$ cat src/rtl/cpu6_mtimer_pkg.sv
// Shared constants for the cpu6 machine timer: register offsets, control bit index and reset values.
package cpu6_mtimer_pkg;

    localparam int CPU6_XLEN = 32;

    // Byte offsets within the 32-byte timer window.
    localparam logic [4:0] MTIME_LO_OFF    = 5'h00;
    localparam logic [4:0] MTIME_HI_OFF    = 5'h04;
    localparam logic [4:0] MTIMECMP_LO_OFF = 5'h08;
    localparam logic [4:0] MTIMECMP_HI_OFF = 5'h0C;
    localparam logic [4:0] CTRL_OFF        = 5'h10;
    localparam logic [4:0] PRESC_OFF       = 5'h14;
    localparam logic [4:0] RSVD6_OFF       = 5'h18;
    localparam logic [4:0] RSVD7_OFF       = 5'h1C;

    localparam int CTRL_EN = 0;

    localparam logic [63:0] CMP_RST = 64'hFFFF_FFFF_FFFF_FFFF;

    typedef enum logic [2:0] {
        REG_MTIME_LO    = 3'd0,
        REG_MTIME_HI    = 3'd1,
        REG_MTIMECMP_LO = 3'd2,
        REG_MTIMECMP_HI = 3'd3,
        REG_CTRL        = 3'd4,
        REG_PRESC       = 3'd5,
        REG_RSVD6       = 3'd6,
        REG_RSVD7       = 3'd7
    } reg_sel_e;

    function automatic reg_sel_e decode_reg(input logic [4:0] offset);
        return reg_sel_e'(offset[4:2]);
    endfunction

endpackage

$ cat src/rtl/cpu6_dfflr.sv
// Generic register with load enable and synchronous active-high reset to a parameterised value.
module cpu6_dfflr #(
    parameter int           W       = 1,
    parameter logic [W-1:0] RST_VAL = '0
) (
    input  logic         clk,
    input  logic         reset,
    input  logic         en,
    input  logic [W-1:0] d,
    output logic [W-1:0] q
);

    always_ff @(posedge clk) begin
        if (reset) begin
            q <= RST_VAL;
        end else if (en) begin
            q <= d;
        end
    end

endmodule

$ cat src/rtl/cpu6_mtimer_presc.sv
// Prescaler for the machine timer: emits one tick every (divisor+1) enabled cycles.
module cpu6_mtimer_presc #(
    parameter int PRESC_W = 8
) (
    input  logic               clk,
    input  logic               reset,
    input  logic               en,
    input  logic [PRESC_W-1:0] divisor,
    input  logic               clr,
    output logic               tick
);

    logic [PRESC_W-1:0] count;

    assign tick = en & (count == divisor);

    // A divisor write restarts the period so a shrinking divisor never strands the count above it.
    always_ff @(posedge clk) begin
        if (reset) begin
            count <= '0;
        end else if (clr) begin
            count <= '0;
        end else if (tick) begin
            count <= '0;
        end else if (en) begin
            count <= count + 1'b1;
        end
    end

endmodule

$ cat src/rtl/cpu6_mtimer.sv
// Memory-mapped machine timer: 64-bit mtime/mtimecmp, prescaled tick and registered interrupt to cpu6_core.
module cpu6_mtimer
    import cpu6_mtimer_pkg::*;
#(
    parameter int                 XLEN      = CPU6_XLEN,
    parameter int                 PRESC_W   = 8,
    parameter logic [PRESC_W-1:0] PRESC_RST = '0
) (
    input  logic            clk,
    input  logic            reset,
    input  logic            sel,
    input  logic            memwrite,
    input  logic [4:0]      addr,
    input  logic [XLEN-1:0] writedata,
    output logic [XLEN-1:0] readdata,
    input  logic            csr_mtie_r,
    output logic            tmr_irq_r
);

    reg_sel_e               reg_sel;
    logic                   wr;
    logic                   wr_mtime_lo, wr_mtime_hi, wr_cmp_lo, wr_cmp_hi, wr_ctrl, wr_presc;
    logic                   tick;
    logic [XLEN-1:0]        mtime_lo, mtime_hi, cmp_lo, cmp_hi;
    logic [2*XLEN-1:0]      mtime, mtimecmp, mtime_inc;
    logic [XLEN-1:0]        mtime_lo_d, mtime_hi_d;
    logic                   ctrl_en;
    logic [PRESC_W-1:0]     presc;
    logic                   irq_d;
    logic                   unused_addr;

    assign unused_addr = ^addr[1:0];

    assign reg_sel     = decode_reg(addr);
    assign wr          = sel & memwrite;
    assign wr_mtime_lo = wr & (reg_sel == REG_MTIME_LO);
    assign wr_mtime_hi = wr & (reg_sel == REG_MTIME_HI);
    assign wr_cmp_lo   = wr & (reg_sel == REG_MTIMECMP_LO);
    assign wr_cmp_hi   = wr & (reg_sel == REG_MTIMECMP_HI);
    assign wr_ctrl     = wr & (reg_sel == REG_CTRL);
    assign wr_presc    = wr & (reg_sel == REG_PRESC);

    assign mtime     = {mtime_hi, mtime_lo};
    assign mtimecmp  = {cmp_hi, cmp_lo};
    assign mtime_inc = mtime + 1'b1;

    // A bus write owns its half; the other half still ticks but ignores any carry out of the written LO.
    assign mtime_lo_d = wr_mtime_lo ? writedata : mtime_inc[XLEN-1:0];
    assign mtime_hi_d = wr_mtime_hi ? writedata
                      : (wr_mtime_lo ? mtime_hi : mtime_inc[2*XLEN-1:XLEN]);

    cpu6_mtimer_presc #(.PRESC_W(PRESC_W)) u_presc (
        .clk     (clk),
        .reset   (reset),
        .en      (ctrl_en),
        .divisor (presc),
        .clr     (wr_presc),
        .tick    (tick)
    );

    cpu6_dfflr #(.W(XLEN), .RST_VAL('0)) u_mtime_lo (
        .clk(clk), .reset(reset), .en(wr_mtime_lo | tick), .d(mtime_lo_d), .q(mtime_lo)
    );

    cpu6_dfflr #(.W(XLEN), .RST_VAL('0)) u_mtime_hi (
        .clk(clk), .reset(reset), .en(wr_mtime_hi | tick), .d(mtime_hi_d), .q(mtime_hi)
    );

    cpu6_dfflr #(.W(XLEN), .RST_VAL(CMP_RST[XLEN-1:0])) u_cmp_lo (
        .clk(clk), .reset(reset), .en(wr_cmp_lo), .d(writedata), .q(cmp_lo)
    );

    cpu6_dfflr #(.W(XLEN), .RST_VAL(CMP_RST[2*XLEN-1:XLEN])) u_cmp_hi (
        .clk(clk), .reset(reset), .en(wr_cmp_hi), .d(writedata), .q(cmp_hi)
    );

    cpu6_dfflr #(.W(1), .RST_VAL(1'b1)) u_ctrl_en (
        .clk(clk), .reset(reset), .en(wr_ctrl), .d(writedata[CTRL_EN]), .q(ctrl_en)
    );

    cpu6_dfflr #(.W(PRESC_W), .RST_VAL(PRESC_RST)) u_presc_reg (
        .clk(clk), .reset(reset), .en(wr_presc), .d(writedata[PRESC_W-1:0]), .q(presc)
    );

    // Level interrupt: held as long as the compare matches so the core keeps stalling until software acts.
    assign irq_d = csr_mtie_r & (mtime >= mtimecmp);

    cpu6_dfflr #(.W(1), .RST_VAL(1'b0)) u_irq (
        .clk(clk), .reset(reset), .en(1'b1), .d(irq_d), .q(tmr_irq_r)
    );

    always_comb begin
        readdata = '0;
        if (sel) begin
            case (reg_sel)
                REG_MTIME_LO:    readdata = mtime_lo;
                REG_MTIME_HI:    readdata = mtime_hi;
                REG_MTIMECMP_LO: readdata = cmp_lo;
                REG_MTIMECMP_HI: readdata = cmp_hi;
                REG_CTRL:        readdata = {{(XLEN-1){1'b0}}, ctrl_en};
                REG_PRESC:       readdata = XLEN'(presc);
                default:         readdata = '0;
            endcase
        end
    end

endmodule

$ cat config.mk
export PLATFORM = sky130hd
export DESIGN_NAME = cpu6_mtimer
export DESIGN_NICKNAME = d
export VERILOG_FILES = /design/src/rtl/cpu6_mtimer_pkg.sv /design/src/rtl/cpu6_dfflr.sv /design/src/rtl/cpu6_mtimer_presc.sv /design/src/rtl/cpu6_mtimer.sv
export SDC_FILE = /design/constraint.sdc
export NUM_CORES = 1
export LEC_CHECK = 0
export BUFFER_PORTS_ARGS = -buffer_cell sky130_fd_sc_hd__buf_2
export CAP_MARGIN = 40
export CORE_MARGIN = 2
export CORE_UTILIZATION = 29
export CTS_CLUSTER_DIAMETER = 40
export DETAILED_ROUTE_END_ITERATION = 6
export GPL_TIMING_DRIVEN = 0
export PLACE_DENSITY = 0.42
export SYNTH_ARGS = -nofsm -noshare
export SYNTH_HDL_FRONTEND = slang
export SYNTH_HIERARCHICAL = 1
export SYNTH_SLANG_ARGS = --single-unit
$ cat constraint.sdc
create_clock -name clk -period 4.15 [get_ports clk]
set_input_delay 0.6225 -clock clk [delete_from_list [all_inputs] [get_ports clk]]
set_output_delay 0.6225 -clock clk [all_outputs]
set_load 0.1 [all_outputs]
==> results.txt, run 1 <==
----------------------------------------------------
[Run status]
  Outcome ... finished clean

[Worst setup path]
  Kind of cell adding the most delay to the critical path ... buffers and inverters
  Worst reg2reg path endpoint ... u_irq/q$_SDFFE_PP0P_
  Setup slack of the most critical reg-to-reg path ... around 930 ps
  Biggest fanout along the worst timing path ... 10
  Critical path class ... in -> out
  CP arrival ... approximately 3300 ps
  Buffers plus inverters on the worst setup path ... 4
  Launch point of the worst reg-to-reg path ... u_mtime_lo/q[2]$_SDFFE_PP0P_
  Critical Path End Type ... output pin
  R2r worst-path depth ... 9
  Critical path data required time ... 3530 ps
  Largest stage delay on the critical path ... 780 ps
  Worst path cell trace ... buf_2 > clkbuf_1 > nor2_1 > clkbuf_1 > a22oi_1 > a21oi_1 > buf_2
  Startpoint types ... input port
  Slowest stage cell, crit path ... sky130_fd_sc_hd__nor2_1

[Worst hold path]
  Worst Hold Path EP ... u_cmp_lo/q[20]$_SDFFE_PP1P_
  Type of the most critical hold path ... in -> reg
  Number of cells traversed by the worst hold path ... 2
  Startpoint of the tightest hold check path ... writedata[20]

[Timing]
  RSZ-0062 raised after global routing ... false
  Share of the clock period used by the worst path ... 93.4%
  Accumulated negative setup slack ... 0 ps
  Worst slew margin relative to its limit ... about 37%
  Setup Viol. Count Final ... 0
  Count of final hold-check violations ... 0
  Measured slew at the worst slew-check pin ... approximately 950 ps
  Clock Skews ... between 20 and 25 ps
  Max Slew Vio Count ... 0
  Timing-limited maximum frequency ... about 0.26 GHz
  Shortest clock period the worst path allows after layout ... approximately 3900 ps

[CTS]
  Number of sinks handled by clock tree synthesis ... around 150
  CTS clk-pin slew, worst paths ... 70 ps
  TritonCTS clock tree ... done
  CTS HTree Levels ... 4
  Post-CTS Setup Inserts ... 0
  Clk_lat worst skew ... roughly 450 ps
  Total CTS buffers ... 17
  Longest Clk Path Bufs ... 2
  Post-cts hold buffer count ... 0
  CTS resizes ... 0
  CTS root buf ... sky130_fd_sc_hd__clkbuf_16

[Final layout]
  Diodes inserted ... 0
  Number of standard cells in the layout, taps in and fillers out ... roughly 1800
  Area occupied by multi-input gates ... roughly 0.0064 mm2
  Number of fillers in the final layout ... about 3700
  Final-stage net count ... between 1000 and 1500
  Share of layout cells above drive strength 1 ... 11.9%
  Layout-stage area growth over the synthesis result ... 16.1%
  Area taken by flip-flops and latches ... 0.00292 mm2

[Place]
  Number of buffer cells added on primary ports ... just over 70
  Total placed cells including tap cells ... about 1700
  DPL Wire Length ... approximately 27 mm
  Final weighted congestion in routability-driven placement ... roughly 0.83

[Yosys]
  Mean instance size in the synthesized netlist ... ~8.2 um2
  Share of the synthesized area in compound gates (AO/OA/AOI/OAI) ... a little under a fifth
  Count of warnings emitted by yosys ... 6
  Syn Std Cell Area ... roughly 0.010 mm2
  Most used flip-flop cell after synthesis ... sky130_fd_sc_hd__dfxtp_1
  Post-Synthesis Net Count ... 1326
  Cell with the most instances after synthesis ... sky130_fd_sc_hd__nor2_1
  Dominant combinational cell family by area after synthesis ... simple AND/OR/NAND/NOR gates
  Leading area contributor after synthesis ... sky130_fd_sc_hd__dfxtp_1
  Share of synthesized flip-flops with an asynchronous set or reset ... 0%
  Sequential share of the synthesized area ... just under 30%
  Synth Area in Simple Gates ... around 21%
  Area share of xor/xnor cells in the synthesized design ... 6.45%
  Post-synth cell types ... ~60
  Multiplexer area fraction after synthesis ... a little over 8%
  Adder and majority cell fraction of the synthesized area ... under 10%
  Synthesized flop and latch total ... about 150
  Post-synth top area share ... 29.1%
  EDFF count, synth ... 0
  Post-Synthesis Cells ... 1218
  Top cells by area in the synthesized netlist ... sky130_fd_sc_hd__dfxtp_1, sky130_fd_sc_hd__ha_1, sky130_fd_sc_hd__mux2i_1
  Most used standard cells in the synthesized netlist ... sky130_fd_sc_hd__nor2_1, sky130_fd_sc_hd__dfxtp_1, sky130_fd_sc_hd__a21oi_1, sky130_fd_sc_hd__mux2i_1, sky130_fd_sc_hd__inv_1

[Floorplan]
  Starting density of the core ... about 29%
  Die Wd ... roughly 190 um
  Ports ... 75
  Core outline area ... 0.0343 mm2
  Die boundary height ... approximately 190 um
  Die area ... 0.0361 mm2
  Cell row count ... 68

[Power]
  Share of total power in sequential cells ... between 30% and 40%
  Ratio of total power to cell area ... roughly 340 mW/mm2
  Logic pwr share ... ~17%
  Switching Fraction ... 28.9%
  Internal power consumption ... 2.85 mW
  Sw power ... around 1.2 mW
  Clock network power share ... about 45%
  Maximum vdd drop ... ~0.29 mV
  Lkg Pwr ... 5.52 nW

[Detailed routing]
  DRT antenna net count ... 0
  Total iterations of the first detailed-routing run ... 5
  Wire length after detailed routing ... 35.6 mm
  Residual DRC count ... 0
  Detail-routed net length per standard cell ... ~20 um
  DRT iter0 DRCs ... 627
  DR vias ... around 9100
  Mean number of vias per cell ... 5.10

[GRT]
  Wire length of the first global-routing pass ... between 50 and 60 mm
  Number of global-route vias before repair ... approximately 8900
  Largest net degree at the start of global routing ... 25
  Number of antenna violations at the first check in global routing ... 0
  Grt total ovfl ... 0
  Gr usage total ... 20.1%

[Job]
  Max Cap Violations ... 0

----------------------------------------------------
power by group through the flow:
stage                     sequential, mW  combinational, mW  clock, mW
final                               1.51              0.684       1.81
after global routing                1.51              0.736       1.91
after CTS                           1.51              0.686       1.87
after detailed placement            1.54              0.684          0
after global placement              1.54              0.680          0
after floorplan                     1.52              0.509          0
layout make-up:
| cell class | instances | area share [%] |
|---|---|---|
| Timing Repair Buffer | 74 | 3.22 |
| Inverter | 69 | 2.22 |
| Sequential cell | 146 | 25.1 |
| Clock inverter | 13 | 1.98 |
| Buffer | 74 | 4.23 |
| Tap cell | 455 | 4.88 |
| Multi-Input combinational cell | 929 | 54.6 |
| Clock buffer | 19 | 3.80 |
placed cells by master (no fill, tap or decap), types with 5 or more instances in the layout:
master / count
sky130_fd_sc_hd__clkbuf_16: 17
sky130_fd_sc_hd__and3_1: 17
sky130_fd_sc_hd__nor3_1: 8
sky130_fd_sc_hd__xor2_1: 35
sky130_fd_sc_hd__nor2b_1: 64
sky130_fd_sc_hd__buf_2: 84
sky130_fd_sc_hd__dfxtp_1: 146
sky130_fd_sc_hd__nand2b_1: 5
sky130_fd_sc_hd__nand2_1: 53
sky130_fd_sc_hd__and2_1: 13
sky130_fd_sc_hd__nand4_1: 33
sky130_fd_sc_hd__clkbuf_1: 38
sky130_fd_sc_hd__bufinv_16: 6
sky130_fd_sc_hd__and4_1: 6
sky130_fd_sc_hd__buf_6: 13
sky130_fd_sc_hd__o22ai_1: 6
sky130_fd_sc_hd__a21o_1: 11
sky130_fd_sc_hd__nand3_1: 23
sky130_fd_sc_hd__a211o_1: 66
sky130_fd_sc_hd__buf_12: 6
sky130_fd_sc_hd__a22oi_1: 62
sky130_fd_sc_hd__mux2i_1: 75
sky130_fd_sc_hd__nor4_1: 5
sky130_fd_sc_hd__ha_1: 66
sky130_fd_sc_hd__inv_1: 69
sky130_fd_sc_hd__a21oi_1: 103
sky130_fd_sc_hd__or3_1: 5
sky130_fd_sc_hd__o21ai_0: 17
sky130_fd_sc_hd__xnor2_1: 39
sky130_fd_sc_hd__nor2_1: 172
kinds of logic (layout without fill, tap and decap cells):
| family | Yosys count | after routing |
|---|---|---|
| other cells | 1 | 1 |
| simple gates | 426 | 426 |
| fa+ha+maj | 66 | 66 |
| xor+xnor | 74 | 74 |
| flops | 146 | 146 |
| compound gates | 282 | 282 |
| buf+inv | 143 | 249 |
| mux | 80 | 80 |
metrics by stage:
| stage | power [mW] | instance area, um2 | setup slack, ps | util, % | hold slack [ps] |
|---|---|---|---|---|---|
| floorplan | 2.02 | 10000 | 342 | - | 499 |
| global placement | 2.22 | 11000 | 135 | 32.0 | 521 |
| global route | 4.16 | 11700 | 181 | 34.0 | 452 |
| CTS | 4.06 | 11700 | 142 | 34.0 | 434 |
| detailed placement | 2.22 | 11000 | 150 | 32.0 | 538 |
| finish | 4.00 | 11700 | 273 | 34.0 | 448 |
registers in the layout (all words and copies together) (netlist names):
name	flops
u_ctrl_en/q	1
u_irq/q	1
u_presc_reg/q	8
u_cmp_lo/q	32
u_mtime_hi/q	32
u_presc/count	8
u_mtime_lo/q	32
u_cmp_hi/q	32
worst reg2reg max path, cell delays in order, from the launching register on:
cell                        delay (ps)
sky130_fd_sc_hd__dfxtp_1           510
sky130_fd_sc_hd__ha_1              300
sky130_fd_sc_hd__a211oi_1          210
sky130_fd_sc_hd__o21ai_0           150
sky130_fd_sc_hd__a211oi_1          510
sky130_fd_sc_hd__o41ai_1           240
sky130_fd_sc_hd__a2111oi_0         750
sky130_fd_sc_hd__o31ai_1           180
sky130_fd_sc_hd__mux2i_1           170
sky130_fd_sc_hd__nor2_1             50
per-layer routing:
metal	GRT usage, %	share of wire (%)	vias up
met5	0	0	-
met4	6.17	2.0	0
met3	2.38	3.6	32
met2	31.2	44	194
met1	28.9	51	4363
li1	-	-	4492
worst max path at each step:
stage                   end  depth (start not counted)     from
2_1_floorplan  readdata[11]                          6  addr[3]
3_3_place_gp   readdata[24]                          8  addr[3]
3_5_place_dp   readdata[24]                          8  addr[3]
4_1_cts        readdata[24]                          8  addr[3]
5_1_grt        readdata[16]                          7  addr[2]
6_report       readdata[16]                          7  addr[2]
Power figures use the tool's default switching activity.
==> run 2, diff against run 1 <==
- CORE_MARGIN: 2 -> 5
- PLACE_DENSITY: 0.42 -> 0.44
- clock period: 4.15 -> 3.15 ns (I/O delays scaled with it)
==> results.txt, run 2 (synthesized netlist as in run 1, its figures left out) <==
----------------------------------------------------
[Run status]
  Outcome ... finished clean

[Floorplan]
  Cell row count ... a little under 70
  Die Wd ... around 200 um
  Core outline area ... 0.0344 mm2
  Die area ... roughly 0.038 mm2
  Ports ... between 70 and 80
  Starting density of the core ... 29.2%
  Die boundary height ... just under 200 um

[Place]
  Total placed cells including tap cells ... 1748
  Final weighted congestion in routability-driven placement ... a little over 0.8
  Area post-placement ... roughly 0.011 mm2
  Post-placement setup slack ... -533 ps
  Number of buffer cells added on primary ports ... 71
  DPL Wire Length ... about 27 mm

[Final layout]
  Area occupied by multi-input gates ... approximately 0.0065 mm2
  Final standard cell area without fillers ... 0.0118 mm2
  Number of fillers in the final layout ... 3699
  Core occupancy in the finished layout ... between 30% and 40%
  Most common library cell in the layout ignoring fill and taps ... sky130_fd_sc_hd__nor2_1
  Commonest non-fill, non-tap cells in the layout ... sky130_fd_sc_hd__nor2_1, sky130_fd_sc_hd__dfxtp_1, sky130_fd_sc_hd__buf_2, sky130_fd_sc_hd__a21oi_1, sky130_fd_sc_hd__mux2i_1
  Final-stage net count ... roughly 1400
  Share of layout cells above drive strength 1 ... 14.3%
  Number of standard cells in the layout, taps in and fillers out ... between 1500 and 2000
  Area taken by flip-flops and latches ... about 0.003 mm2
  Layout-stage area growth over the synthesis result ... 17.1%
  Diodes inserted ... 0

[CTS]
  Longest Clk Path Bufs ... 2
  Post-CTS Setup Inserts ... 0
  CTS HTree Levels ... 4
  Clk_lat worst skew ... 440 ps
  Number of sinks handled by clock tree synthesis ... 146
  CTS root buf ... sky130_fd_sc_hd__clkbuf_16
  TritonCTS clock tree ... done
  CTS clk-pin slew, worst paths ... about 60 ps
  Total CTS buffers ... 17
  CTS resizes ... 6
  Post-cts hold buffer count ... 0

[GRT]
  Number of antenna violations at the first check in global routing ... 0
  Grt total ovfl ... 0
  Gr usage total ... between 10% and 20%
  Number of global-route vias before repair ... between 8000 and 9000
  Largest net degree at the start of global routing ... 25
  Wire length of the first global-routing pass ... roughly 55 mm

[Timing]
  Setup Viol. Count Final ... 0
  Shortest clock period the worst path allows after layout ... about 3000 ps
  Worst slew margin relative to its limit ... a little under half
  Count of final hold-check violations ... 0
  Max Slew Vio Count ... 0
  Share of the clock period used by the worst path ... about 96%
  Measured slew at the worst slew-check pin ... just over 800 ps
  Timing-limited maximum frequency ... 0.329 GHz
  Least setup slack across all paths after layout ... between 100 and 150 ps
  Clock Skews ... 10.1 ps
  RSZ-0062 raised after global routing ... false

[Detailed routing]
  Detail-routed net length per standard cell ... between 20 and 25 um
  DR vias ... 9107
  DRT iter0 DRCs ... approximately 610
  Total iterations of the first detailed-routing run ... 7
  Mean number of vias per cell ... ~5
  DRT antenna net count ... 0
  Wire length after detailed routing ... 36.0 mm
  Residual DRC count ... 0

[Worst setup path]
  Critical Path End Type ... output pin
  Critical path class ... in -> out
  Biggest fanout along the worst timing path ... 10
  Setup slack of the most critical reg-to-reg path ... between 200 and 300 ps
  Critical path data required time ... 2680 ps
  CP arrival ... about 2600 ps
  Startpoint types ... input port

[Power]
  Sw power ... 1.54 mW
  Lkg Pwr ... 5.53 nW
  Clock network power share ... 44.4%
  Maximum vdd drop ... approximately 0.39 mV
  Internal power consumption ... 3.68 mW
  Share of total power in sequential cells ... between 30% and 40%
  Logic pwr share ... 17.5%
  Ratio of total power to cell area ... 444 mW/mm2
  Switching Fraction ... 29.6%

[Worst hold path]
  Type of the most critical hold path ... in -> reg

[Job]
  Max Cap Violations ... 0

----------------------------------------------------
run 2: changes by cell type in the layout (fill, tap and decap cells not counted), moves of 2 or more:
cell / change
sky130_fd_sc_hd__a21oi_1: -24
sky130_fd_sc_hd__a21oi_2: +24
sky130_fd_sc_hd__clkbuf_1: -9
sky130_fd_sc_hd__clkbuf_2: +6
sky130_fd_sc_hd__buf_2: -5
sky130_fd_sc_hd__clkbuf_4: +4
sky130_fd_sc_hd__clkinvlp_4: +2
run 2: final timing paths:
check                           startpoint                       endpoint  cells past startpoint
min reg2reg  u_presc/count[7]$_SDFFE_PP0P_  u_presc/count[7]$_SDFFE_PP0P_                      2
max reg2reg   u_mtime_lo/q[1]$_SDFFE_PP0P_  u_mtime_lo/q[20]$_SDFFE_PP0P_                      9
max                                addr[3]                   readdata[28]                      8
min                          writedata[26]    u_cmp_lo/q[26]$_SDFFE_PP1P_                      2
run 2: power by group through the flow:
stage	sequential (mW)	clock (mW)	combinational, mW
6_report	1.99	2.32	0.914
5_1_grt	1.99	2.45	0.984
3_3_place_gp	2.03	0	0.908
4_1_cts	1.98	2.38	0.922
3_5_place_dp	2.03	0	0.916
2_1_floorplan	2.00	0	0.682
run 2: critical path, cell delays in order:
cell	delay, ps
sky130_fd_sc_hd__buf_2	120
sky130_fd_sc_hd__buf_1	260
sky130_fd_sc_hd__nand2b_1	280
sky130_fd_sc_hd__nor2_4	280
sky130_fd_sc_hd__clkbuf_2	350
sky130_fd_sc_hd__a22oi_1	190
sky130_fd_sc_hd__a21oi_2	160
sky130_fd_sc_hd__buf_2	430
run 2: stage by stage:
step,power (mW),setup TNS [ps],hold slack (ps)
after CTS,5.29,0,283
after global placement,2.93,-15880,524
final,5.22,0,304
after global routing,5.43,0,304
after detailed placement,2.94,-9420,537
after floorplan,2.68,0,499
run 2: routing by layer:
metal	vias to the layer above	part of all wire [%]	track usage, %	wire length [um]
met1	4413	50	26.6	17800
met3	37	3.2	2.27	1170
met4	0	1.8	5.33	665
met2	161	45	29.6	16300
li1	4496	-	-	-
met5	-	0	0	0
run 2: layout make-up:
type	instances	area share [%]
clock buffer	19	3.77
inverter	69	2.20
multi-input combinational	929	55.0
timing repair buffer	75	3.42
tap	455	4.84
clock inverter	13	1.77
sequential	146	24.8
buffer	71	4.16
